<file path="src/rtl/mips_mem_pkg.sv">
// rtl/mips_mem_pkg.sv - shared encodings, state enum and alignment helper for mem_access_seq
package mips_mem_pkg;

    localparam logic [1:0] SZ_B = 2'b00;
    localparam logic [1:0] SZ_H = 2'b01;
    localparam logic [1:0] SZ_W = 2'b10;
    localparam logic [1:0] SZ_D = 2'b11;

    localparam logic [1:0] CAUSE_NONE     = 2'b00;
    localparam logic [1:0] CAUSE_MISALIGN = 2'b01;
    localparam logic [1:0] CAUSE_TIMEOUT  = 2'b10;
    localparam logic [1:0] CAUSE_ILLEGAL  = 2'b11;

    typedef enum logic [2:0] {
        ST_IDLE,
        ST_RD,
        ST_MERGE,
        ST_WR,
        ST_DONE
    } state_t;

    // Low address bits that must be zero for an access of the given size.
    function automatic logic [2:0] align_mask(input logic [1:0] sz);
        case (sz)
            SZ_B:    return 3'b000;
            SZ_H:    return 3'b001;
            SZ_W:    return 3'b011;
            default: return 3'b111;
        endcase
    endfunction

endpackage

</file>
<file path="src/rtl/mem_access_seq_if.sv">
// rtl/mem_access_seq_if.sv - MIO bus bundle; mem_be exists only with MEM_BYTE_STROBE_EN
interface mem_access_seq_if #(
    parameter int DATA_W = 32,
    parameter int ADDR_W = 32
);
    logic              MIO_ready;
    logic [ADDR_W-1:0] mem_addr;
    logic              mem_rd;
    logic              mem_wr;
    logic [DATA_W-1:0] mem_wdata;
    logic [DATA_W-1:0] data2cpu;
`ifdef MEM_BYTE_STROBE_EN
    logic [DATA_W/8-1:0] mem_be;

    modport master (input MIO_ready, data2cpu, output mem_addr, mem_rd, mem_wr, mem_wdata, mem_be);
    modport slave  (output MIO_ready, data2cpu, input mem_addr, mem_rd, mem_wr, mem_wdata, mem_be);
`else
    modport master (input MIO_ready, data2cpu, output mem_addr, mem_rd, mem_wr, mem_wdata);
    modport slave  (output MIO_ready, data2cpu, input mem_addr, mem_rd, mem_wr, mem_wdata);
`endif
endinterface

</file>
<file path="src/rtl/mem_lane_unit.sv">
// rtl/mem_lane_unit.sv - lane extract/extend, lane insert and byte enables (be with MEM_BYTE_STROBE_EN)
module mem_lane_unit
    import mips_mem_pkg::*;
#(
    parameter int DATA_W = 32,
    localparam int NB    = DATA_W / 8,
    localparam int OFF_W = $clog2(NB)
) (
    input  logic [1:0]        size,
    input  logic [OFF_W-1:0]  off,
    input  logic              sign_ext,
    input  logic [DATA_W-1:0] rd_word,
    input  logic [DATA_W-1:0] base,
    input  logic [DATA_W-1:0] wdata,
    output logic [DATA_W-1:0] load_val,
    output logic [DATA_W-1:0] merged
`ifdef MEM_BYTE_STROBE_EN
    ,
    output logic [NB-1:0]     be
`endif
);

    logic [DATA_W-1:0] mask;
    logic [DATA_W-1:0] top_bit;
    logic [DATA_W-1:0] shifted;

    // Right-justified bit mask covering one access of the requested size.
    always_comb begin
        case (size)
            SZ_B:    mask = DATA_W'(8'hFF);
            SZ_H:    mask = DATA_W'(16'hFFFF);
            SZ_W:    mask = DATA_W'(32'hFFFF_FFFF);
            default: mask = '1;
        endcase
    end

    // A full-width mask has an all-zero complement, so full loads never get extended.
    assign shifted  = rd_word >> {off, 3'b000};
    assign top_bit  = mask ^ (mask >> 1);
    assign load_val = (shifted & mask) | ((sign_ext && |(shifted & top_bit)) ? ~mask : '0);
    assign merged   = (base & ~(mask << {off, 3'b000})) | ((wdata & mask) << {off, 3'b000});

`ifdef MEM_BYTE_STROBE_EN
    logic [NB-1:0] be_mask;

    // One enable per byte covered by the access, before shifting into place.
    always_comb begin
        case (size)
            SZ_B:    be_mask = NB'(1);
            SZ_H:    be_mask = NB'(3);
            SZ_W:    be_mask = NB'(15);
            default: be_mask = '1;
        endcase
    end

    assign be = be_mask << off;
`endif

endmodule

</file>
<file path="src/rtl/mem_access_seq.sv">
// rtl/mem_access_seq.sv - multicycle load/store sequencer (optional MEM_BYTE_STROBE_EN)
module mem_access_seq
    import mips_mem_pkg::*;
#(
    parameter int DATA_W  = 32,
    parameter int ADDR_W  = 32,
    parameter int TIMEOUT = 255
) (
    input  logic              clk,
    input  logic              reset,
    input  logic              req,
    input  logic              we,
    input  logic [1:0]        size,
    input  logic              sign_ext,
    input  logic [ADDR_W-1:0] addr,
    input  logic [DATA_W-1:0] wdata,
    output logic              busy,
    output logic              done,
    output logic              err,
    output logic [1:0]        err_cause,
    output logic [DATA_W-1:0] rdata,
    mem_access_seq_if.master  bus
);

    localparam int NB    = DATA_W / 8;
    localparam int OFF_W = $clog2(NB);
    localparam int CNT_W = $clog2(TIMEOUT + 2);

    state_t            state, state_n;
    logic              l_we, l_sext;
    logic [1:0]        l_size;
    logic [OFF_W-1:0]  l_off;
    logic [DATA_W-1:0] l_wdata, cap;
    logic [CNT_W-1:0]  cnt;
    logic              err_n;
    logic [1:0]        cause_n;
    logic              illegal, misaligned, full_w, tmo;
    logic [1:0]        ln_size;
    logic [OFF_W-1:0]  ln_off;
    logic [DATA_W-1:0] ln_wdata, ln_base, load_val, merged;
`ifdef MEM_BYTE_STROBE_EN
    logic [NB-1:0]     lane_be;
`endif

    assign illegal    = (DATA_W == 32) && (size == SZ_D);
    assign misaligned = |(addr[2:0] & align_mask(size));
    assign full_w     = (DATA_W == 64) ? (size == SZ_D) : (size == SZ_W);
    assign tmo        = (TIMEOUT != 0) && !bus.MIO_ready && (32'(cnt) == TIMEOUT - 1);

    // In IDLE the lane unit sees the live request so the first write word is ready on entry to WR.
    assign ln_size  = (state == ST_IDLE) ? size : l_size;
    assign ln_off   = (state == ST_IDLE) ? addr[OFF_W-1:0] : l_off;
    assign ln_wdata = (state == ST_IDLE) ? wdata : l_wdata;
    assign ln_base  = (state == ST_IDLE) ? '0 : cap;

    mem_lane_unit #(.DATA_W(DATA_W)) u_lane (
        .size     (ln_size),
        .off      (ln_off),
        .sign_ext (l_sext),
        .rd_word  (bus.data2cpu),
        .base     (ln_base),
        .wdata    (ln_wdata),
        .load_val (load_val),
        .merged   (merged)
`ifdef MEM_BYTE_STROBE_EN
        ,
        .be       (lane_be)
`endif
    );

    // State register.
    always_ff @(posedge clk or negedge reset) begin
        if (!reset) state <= ST_IDLE;
        else        state <= state_n;
    end

    // Next-state selection and the error outcome carried into DONE.
    always_comb begin
        state_n = state;
        err_n   = 1'b0;
        cause_n = CAUSE_NONE;
        case (state)
            ST_IDLE: begin
                if (req) begin
                    if (illegal) begin
                        state_n = ST_DONE;
                        err_n   = 1'b1;
                        cause_n = CAUSE_ILLEGAL;
                    end else if (misaligned) begin
                        state_n = ST_DONE;
                        err_n   = 1'b1;
                        cause_n = CAUSE_MISALIGN;
`ifdef MEM_BYTE_STROBE_EN
                    end else if (we) begin
                        state_n = ST_WR;
`else
                    end else if (we && full_w) begin
                        state_n = ST_WR;
`endif
                    end else begin
                        state_n = ST_RD;
                    end
                end
            end
            ST_RD: begin
                if (bus.MIO_ready) begin
                    state_n = l_we ? ST_MERGE : ST_DONE;
                end else if (tmo) begin
                    state_n = ST_DONE;
                    err_n   = 1'b1;
                    cause_n = CAUSE_TIMEOUT;
                end
            end
            ST_MERGE: state_n = ST_WR;
            ST_WR: begin
                if (bus.MIO_ready) begin
                    state_n = ST_DONE;
                end else if (tmo) begin
                    state_n = ST_DONE;
                    err_n   = 1'b1;
                    cause_n = CAUSE_TIMEOUT;
                end
            end
            default: state_n = ST_IDLE;
        endcase
    end

    // Registered outputs, request latches, wait counter and read/merge datapath.
    always_ff @(posedge clk or negedge reset) begin
        if (!reset) begin
            busy          <= 1'b0;
            done          <= 1'b0;
            err           <= 1'b0;
            err_cause     <= CAUSE_NONE;
            rdata         <= '0;
            bus.mem_addr  <= '0;
            bus.mem_rd    <= 1'b0;
            bus.mem_wr    <= 1'b0;
            bus.mem_wdata <= '0;
            cnt           <= '0;
            l_we          <= 1'b0;
            l_sext        <= 1'b0;
            l_size        <= SZ_B;
            l_off         <= '0;
            l_wdata       <= '0;
            cap           <= '0;
`ifdef MEM_BYTE_STROBE_EN
            bus.mem_be    <= '0;
`endif
        end else begin
            busy       <= (state_n != ST_IDLE);
            done       <= (state_n == ST_DONE);
            err        <= err_n;
            err_cause  <= cause_n;
            bus.mem_rd <= (state_n == ST_RD);
            bus.mem_wr <= (state_n == ST_WR);
            cnt        <= ((state == ST_RD || state == ST_WR) && state_n == state) ? cnt + 1'b1 : '0;
            if (state == ST_IDLE && req) begin
                l_we         <= we;
                l_sext       <= sign_ext;
                l_size       <= size;
                l_off        <= addr[OFF_W-1:0];
                l_wdata      <= wdata;
                bus.mem_addr <= {addr[ADDR_W-1:OFF_W], OFF_W'(0)};
            end
            if (state == ST_RD && bus.MIO_ready) begin
                if (l_we) cap   <= bus.data2cpu;
                else      rdata <= load_val;
            end
            if (state_n == ST_WR && state != ST_WR) bus.mem_wdata <= merged;
`ifdef MEM_BYTE_STROBE_EN
            if (state_n == ST_RD)      bus.mem_be <= '1;
            else if (state_n == ST_WR) bus.mem_be <= lane_be;
            else                       bus.mem_be <= '0;
`endif
        end
    end

endmodule

</file>
<file path="src/flat_wrapper.sv">
// flat-port wrapper written by rule: the top's interface ports become plain ports
module mem_access_seq_flat import mips_mem_pkg::*;
#(
    parameter int DATA_W  = 32,
    parameter int ADDR_W  = 32,
    parameter int TIMEOUT = 255
)
  (clk, reset, req, we, size, sign_ext, addr, wdata, busy, done, err, err_cause, rdata, bus_MIO_ready, bus_data2cpu, bus_mem_addr, bus_mem_rd, bus_mem_wr, bus_mem_wdata);
  mem_access_seq_if #(.DATA_W(DATA_W), .ADDR_W(ADDR_W)) bus_i ();
  input  logic clk;
  input  logic reset;
  input  logic req;
  input  logic we;
  input  logic [1:0] size;
  input  logic sign_ext;
  input  logic [ADDR_W-1:0] addr;
  input  logic [DATA_W-1:0] wdata;
  output logic busy;
  output logic done;
  output logic err;
  output logic [1:0] err_cause;
  output logic [DATA_W-1:0] rdata;
  input wire logic [$bits(bus_i.MIO_ready)-1:0] bus_MIO_ready;
  input wire logic [$bits(bus_i.data2cpu)-1:0] bus_data2cpu;
  output wire logic [$bits(bus_i.mem_addr)-1:0] bus_mem_addr;
  output wire logic [$bits(bus_i.mem_rd)-1:0] bus_mem_rd;
  output wire logic [$bits(bus_i.mem_wr)-1:0] bus_mem_wr;
  output wire logic [$bits(bus_i.mem_wdata)-1:0] bus_mem_wdata;
  assign bus_i.MIO_ready = bus_MIO_ready;
  assign bus_i.data2cpu = bus_data2cpu;
  assign bus_mem_addr = bus_i.mem_addr;
  assign bus_mem_rd = bus_i.mem_rd;
  assign bus_mem_wr = bus_i.mem_wr;
  assign bus_mem_wdata = bus_i.mem_wdata;
  mem_access_seq #(.DATA_W(DATA_W), .ADDR_W(ADDR_W), .TIMEOUT(TIMEOUT)) u_core (.clk(clk), .reset(reset), .req(req), .we(we), .size(size), .sign_ext(sign_ext), .addr(addr), .wdata(wdata), .busy(busy), .done(done), .err(err), .err_cause(err_cause), .rdata(rdata), .bus(bus_i));
endmodule
</file>
<file path="config.mk">
export PLATFORM = sky130hd
export DESIGN_NAME = mem_access_seq_flat
export DESIGN_NICKNAME = d
export VERILOG_FILES = /design/src/rtl/mips_mem_pkg.sv /design/src/rtl/mem_access_seq_if.sv /design/src/rtl/mem_lane_unit.sv /design/src/rtl/mem_access_seq.sv /design/src/flat_wrapper.sv
export SDC_FILE = /design/constraint.sdc
export NUM_CORES = 1
export LEC_CHECK = 0
export CAP_MARGIN = 20
export CORE_MARGIN = 1
export CORE_UTILIZATION = 39
export CTS_CLUSTER_SIZE = 8
export DETAILED_ROUTE_END_ITERATION = 6
export PLACE_DENSITY_LB_ADDON = 0.1
export SLEW_MARGIN = 25
export SYNTH_ARGS = -nofsm -noshare
export SYNTH_HDL_FRONTEND = slang
export SYNTH_HIERARCHICAL = 1
export SYNTH_SLANG_ARGS = --single-unit
</file>
<file path="constraint.sdc">
create_clock -name clk -period 3.25 [get_ports clk]
set_input_delay 0.65 -clock clk [delete_from_list [all_inputs] [get_ports clk]]
set_output_delay 0.65 -clock clk [all_outputs]
set_load 0.01 [all_outputs]
</file>
==> key figures <==
Outcome
  – Status: finished clean

CTS
  – Clock sink total: 183
  – Clock transition at path regs: 70 ps
  – Root Driver: clkbuf_16
  – Postcts setup bufs: 0
  – Post-cts sizing count: 0
  – Hold_buf cts: 0
  – TritonCTS clock tree: built
  – CTS Buf Count: 17
  – Clk_lat worst skew: 430 ps
  – Clk buf depth: 2
  – H-tree levels: 4

Critical path
  – Startpoint types: flop
  – Crit end category: flop
  – Critical path data arrival time: 3170 ps
  – Slowest cell on crit path: a221o_1
  – Stages on the worst setup path: 7
  – Worst R2R Setup Slack: 400 ps
  – Max incr delay on CP: 580 ps
  – Kind of critical path: flop to flop
  – Buf+Inv Stages, Crit Path: 1
  – CP Cell Sequence: nor3_4, mux2_2, buf_4, nor2b_1, a221o_1, o22ai_1, mux2_2
  – Critical path peak fanout: 29
  – WP data required: 3570 ps
  – Worst R2R End: u_core/rdata[22]$_DFFE_PN0P_
  – Register-to-Register Path Depth: 7
  – Most used cell, CP: mux2_2
  – Worst R2R Start: u_core/state[1]$_DFF_PN0_
  – Cell family with most CP delay: compound AO/OA/AOI/OAI gates

Pwr
  – Seq pwr share: 28.5%
  – Power per cell area: 1100 mW/mm^2
  – Clock power frac: 15.0%
  – Psw: 5.18 mW
  – Peak supply drop: 411 uV
  – Sw frac: between 30 and 40%
  – Cell Int Power: 8.72 mW
  – Leakage: 5.22 nW
  – Combinational group share of total power: 56.5%

Drt
  – Drc violations: 0
  – Avg WL per Cell: 19.7 um
  – Detailed Routing Iterations Pass 1: 5
  – DR top layer: met4
  – DR vias: 6779
  – Antenna-violating nets left: 0
  – Met3 wire length: between 1000 and 1500 um
  – Routed Wire Length: 25800 um
  – DRT iter0 DRCs: 465
  – WL met2: 11700 um
  – WL met1: between 10000 and 15000 um
  – Mean number of vias per cell: 5.17

Die
  – Die height: 159 um
  – Die area: 0.0253 mm^2
  – Die Wd: 159 um
  – I/O pin count: about 210
  – Core ar.: 0.0242 mm^2
  – FP Rows: 57
  – Initial Utilization: 39.7%

Logic synthesis
  – Ys async rst share: between 90% and 100%
  – Number of flops mapped to enable cells by yosys: 0
  – Largest area contributor in the netlist: dfrtp_1
  – Mapped Cells: 778
  – Synthesized area: 0.00962 mm^2
  – Library cells used by synthesis: 58
  – Seq/Total Area, Yosys: 47.6%
  – Most instantiated library cell after synthesis: mux2_2
  – Post-synthesis register bit count: around 180
  – Synth top area cells: dfrtp_1, mux2_2, mux2_4
  – Synth warnings: 6
  – Synth cell count leaders: mux2_2, dfrtp_1, nor2b_1, nand2_1, mux2_4
  – Most used flip-flop cell after synthesis: dfrtp_1
  – Top cell type's share of synthesized area: 47.6%
  – Syn_area_per_cell: approximately 12 um^2

Final layout
  – Area delta synth->final: 31.2%
  – Total area of sequential cells: roughly 0.0046 mm^2
  – Layout cell share with drive strength beyond 1: 31.5%
  – Post-route insts no fill: 1312
  – Multi-input logic area: 0.00471 mm^2
  – Final nets: 1081
  – Ant diodes: 0
  – Post-Route Utilization: 52.1%
  – Fillers: approximately 2200

STA
  – Fin. Hold Viols: 0
  – Clock skew: 7.79 ps
  – Slew @ Worst Pin: 626 ps
  – Worst rel slew slack: 58.3%
  – Final worst path period share: 87.7%
  – Setup TNS: 0 ps
  – Slew Viols, Final: 0
  – RSZ-0062 raised after global routing: no
  – Period minus WS final: 2850 ps
  – Endpoints failing setup: 0
  – Fmax: between 300 and 400 MHz

Worst hold path
  – Hold Path Class: primary input to async pin

Placement
  – Final estimated routing congestion in global placement: 0.814
  – DP Wirelength: 18300 um
  – I/O Buffers: 204
  – Placed insts: ~1300

Global routing
  – First-pass GRT wire length: slightly above 40000 um
  – Global route overflow: 0
  – Overall Global Routing Usage: 20.7%
  – Initial antenna violation count: 0
  – Vias in the first global route: slightly below 7000
  – Largest net degree at the start of global routing: 60

Job
  – Total of max-cap violations: 0
per-layer routing:
| metal | vias to the layer above | global-route usage, % |
|---|---|---|
| met1 | 3355 | 31.1 |
| li1 | 3208 | - |
| met5 | - | 0 |
| met4 | 0 | 4.28 |
| met3 | 13 | 3.80 |
| met2 | 203 | 30.9 |
registers in the layout, indices dropped and copies added (netlist names):
signal / count
u_core/bus.mem_wdata: 32
u_core/cap: 32
u_core/l_wdata: 32
u_core/rdata: 32
u_core/bus.mem_addr: 30
u_core/cnt: 9
u_core/state: 3
u_core/err_cause: 2
u_core/l_off: 2
u_core/l_size: 2
u_core/bus.mem_rd: 1
u_core/bus.mem_wr: 1
u_core/busy: 1
u_core/done: 1
u_core/err: 1
u_core/l_sext: 1
u_core/l_we: 1
power by group through the flow:
stage               sequential (mW)  combinational (mW)  clock (mW)
detailed placement             4.00                7.86           0
floorplan                      4.11                5.00           0
global route                   4.10                8.45        2.24
global placement               3.97                7.80           0
finish                         3.96                7.85        2.09
CTS                            3.97                7.89        2.15
worst max path at each step:
stage	start	endpoint	slack (ps)
after floorplan	u_core/state[2]$_DFF_PN0_	u_core/bus.mem_wdata[23]$_DFFE_PN0P_	370
after global placement	size[1]	u_core/rdata[27]$_DFFE_PN0P_	190
after detailed placement	addr[0]	u_core/rdata[24]$_DFFE_PN0P_	210
after CTS	u_core/state[1]$_DFF_PN0_	u_core/rdata[22]$_DFFE_PN0P_	410
after global routing	u_core/state[1]$_DFF_PN0_	u_core/rdata[25]$_DFFE_PN0P_	210
final	u_core/state[1]$_DFF_PN0_	u_core/rdata[22]$_DFFE_PN0P_	400
per-stage QoR:
| stage | setup WS (ps) | hold WS (ps) | total power, mW | cell area [um^2] |
|---|---|---|---|---|
| after floorplan | 366 | 354 | 9.11 | 9630 |
| after global placement | 193 | 480 | 11.8 | 12000 |
| after detailed placement | 205 | 490 | 11.9 | 12000 |
| after CTS | 411 | 203 | 14.0 | 12600 |
| after global routing | 211 | 218 | 14.8 | 12600 |
| final | 399 | 174 | 13.9 | 12600 |
logic make-up after synthesis:
| group | synth area share, % |
|---|---|
| multiplexers | 29.9 |
| flip-flops | 47.6 |
| AND/OR/NAND/NOR | 9.52 |
| AO/OA/AOI/OAI | 8.55 |
| buffers and inverters | 3.74 |
| XOR/XNOR | 0.364 |
| adder cells (fa/ha/maj) | 0.260 |
| other | 0.0390 |
cell type report:
type                    count  area share [%]
flip-flops and latches    183            36.3
clock buffers              21            3.81
multi-input cells         534            37.3
clock inverters            11           0.882
repair buffers            233            18.3
well taps                 324            3.21
inverters                   6           0.178
placed cells by master, fill, tap and decap left out, drive strengths merged, types with 4 or more instances in the layout:
cell type      instances
clkbuf                22
inv                   10
o21ai                 24
buf                   29
clkinv                 5
nand2                 41
o211ai                 9
a31oi                  7
and2                  11
or3                    4
a211oi                17
a21oi                 25
dfrtp                183
mux2i                 19
o22ai                  8
or2                    8
nand3b                 8
clkdlybuf4s50        203
a22oi                 23
mux2                 227
nor2                  11
nand3                  6
nor2b                 52
No activity file was read; power rests on OpenSTA's default activity.
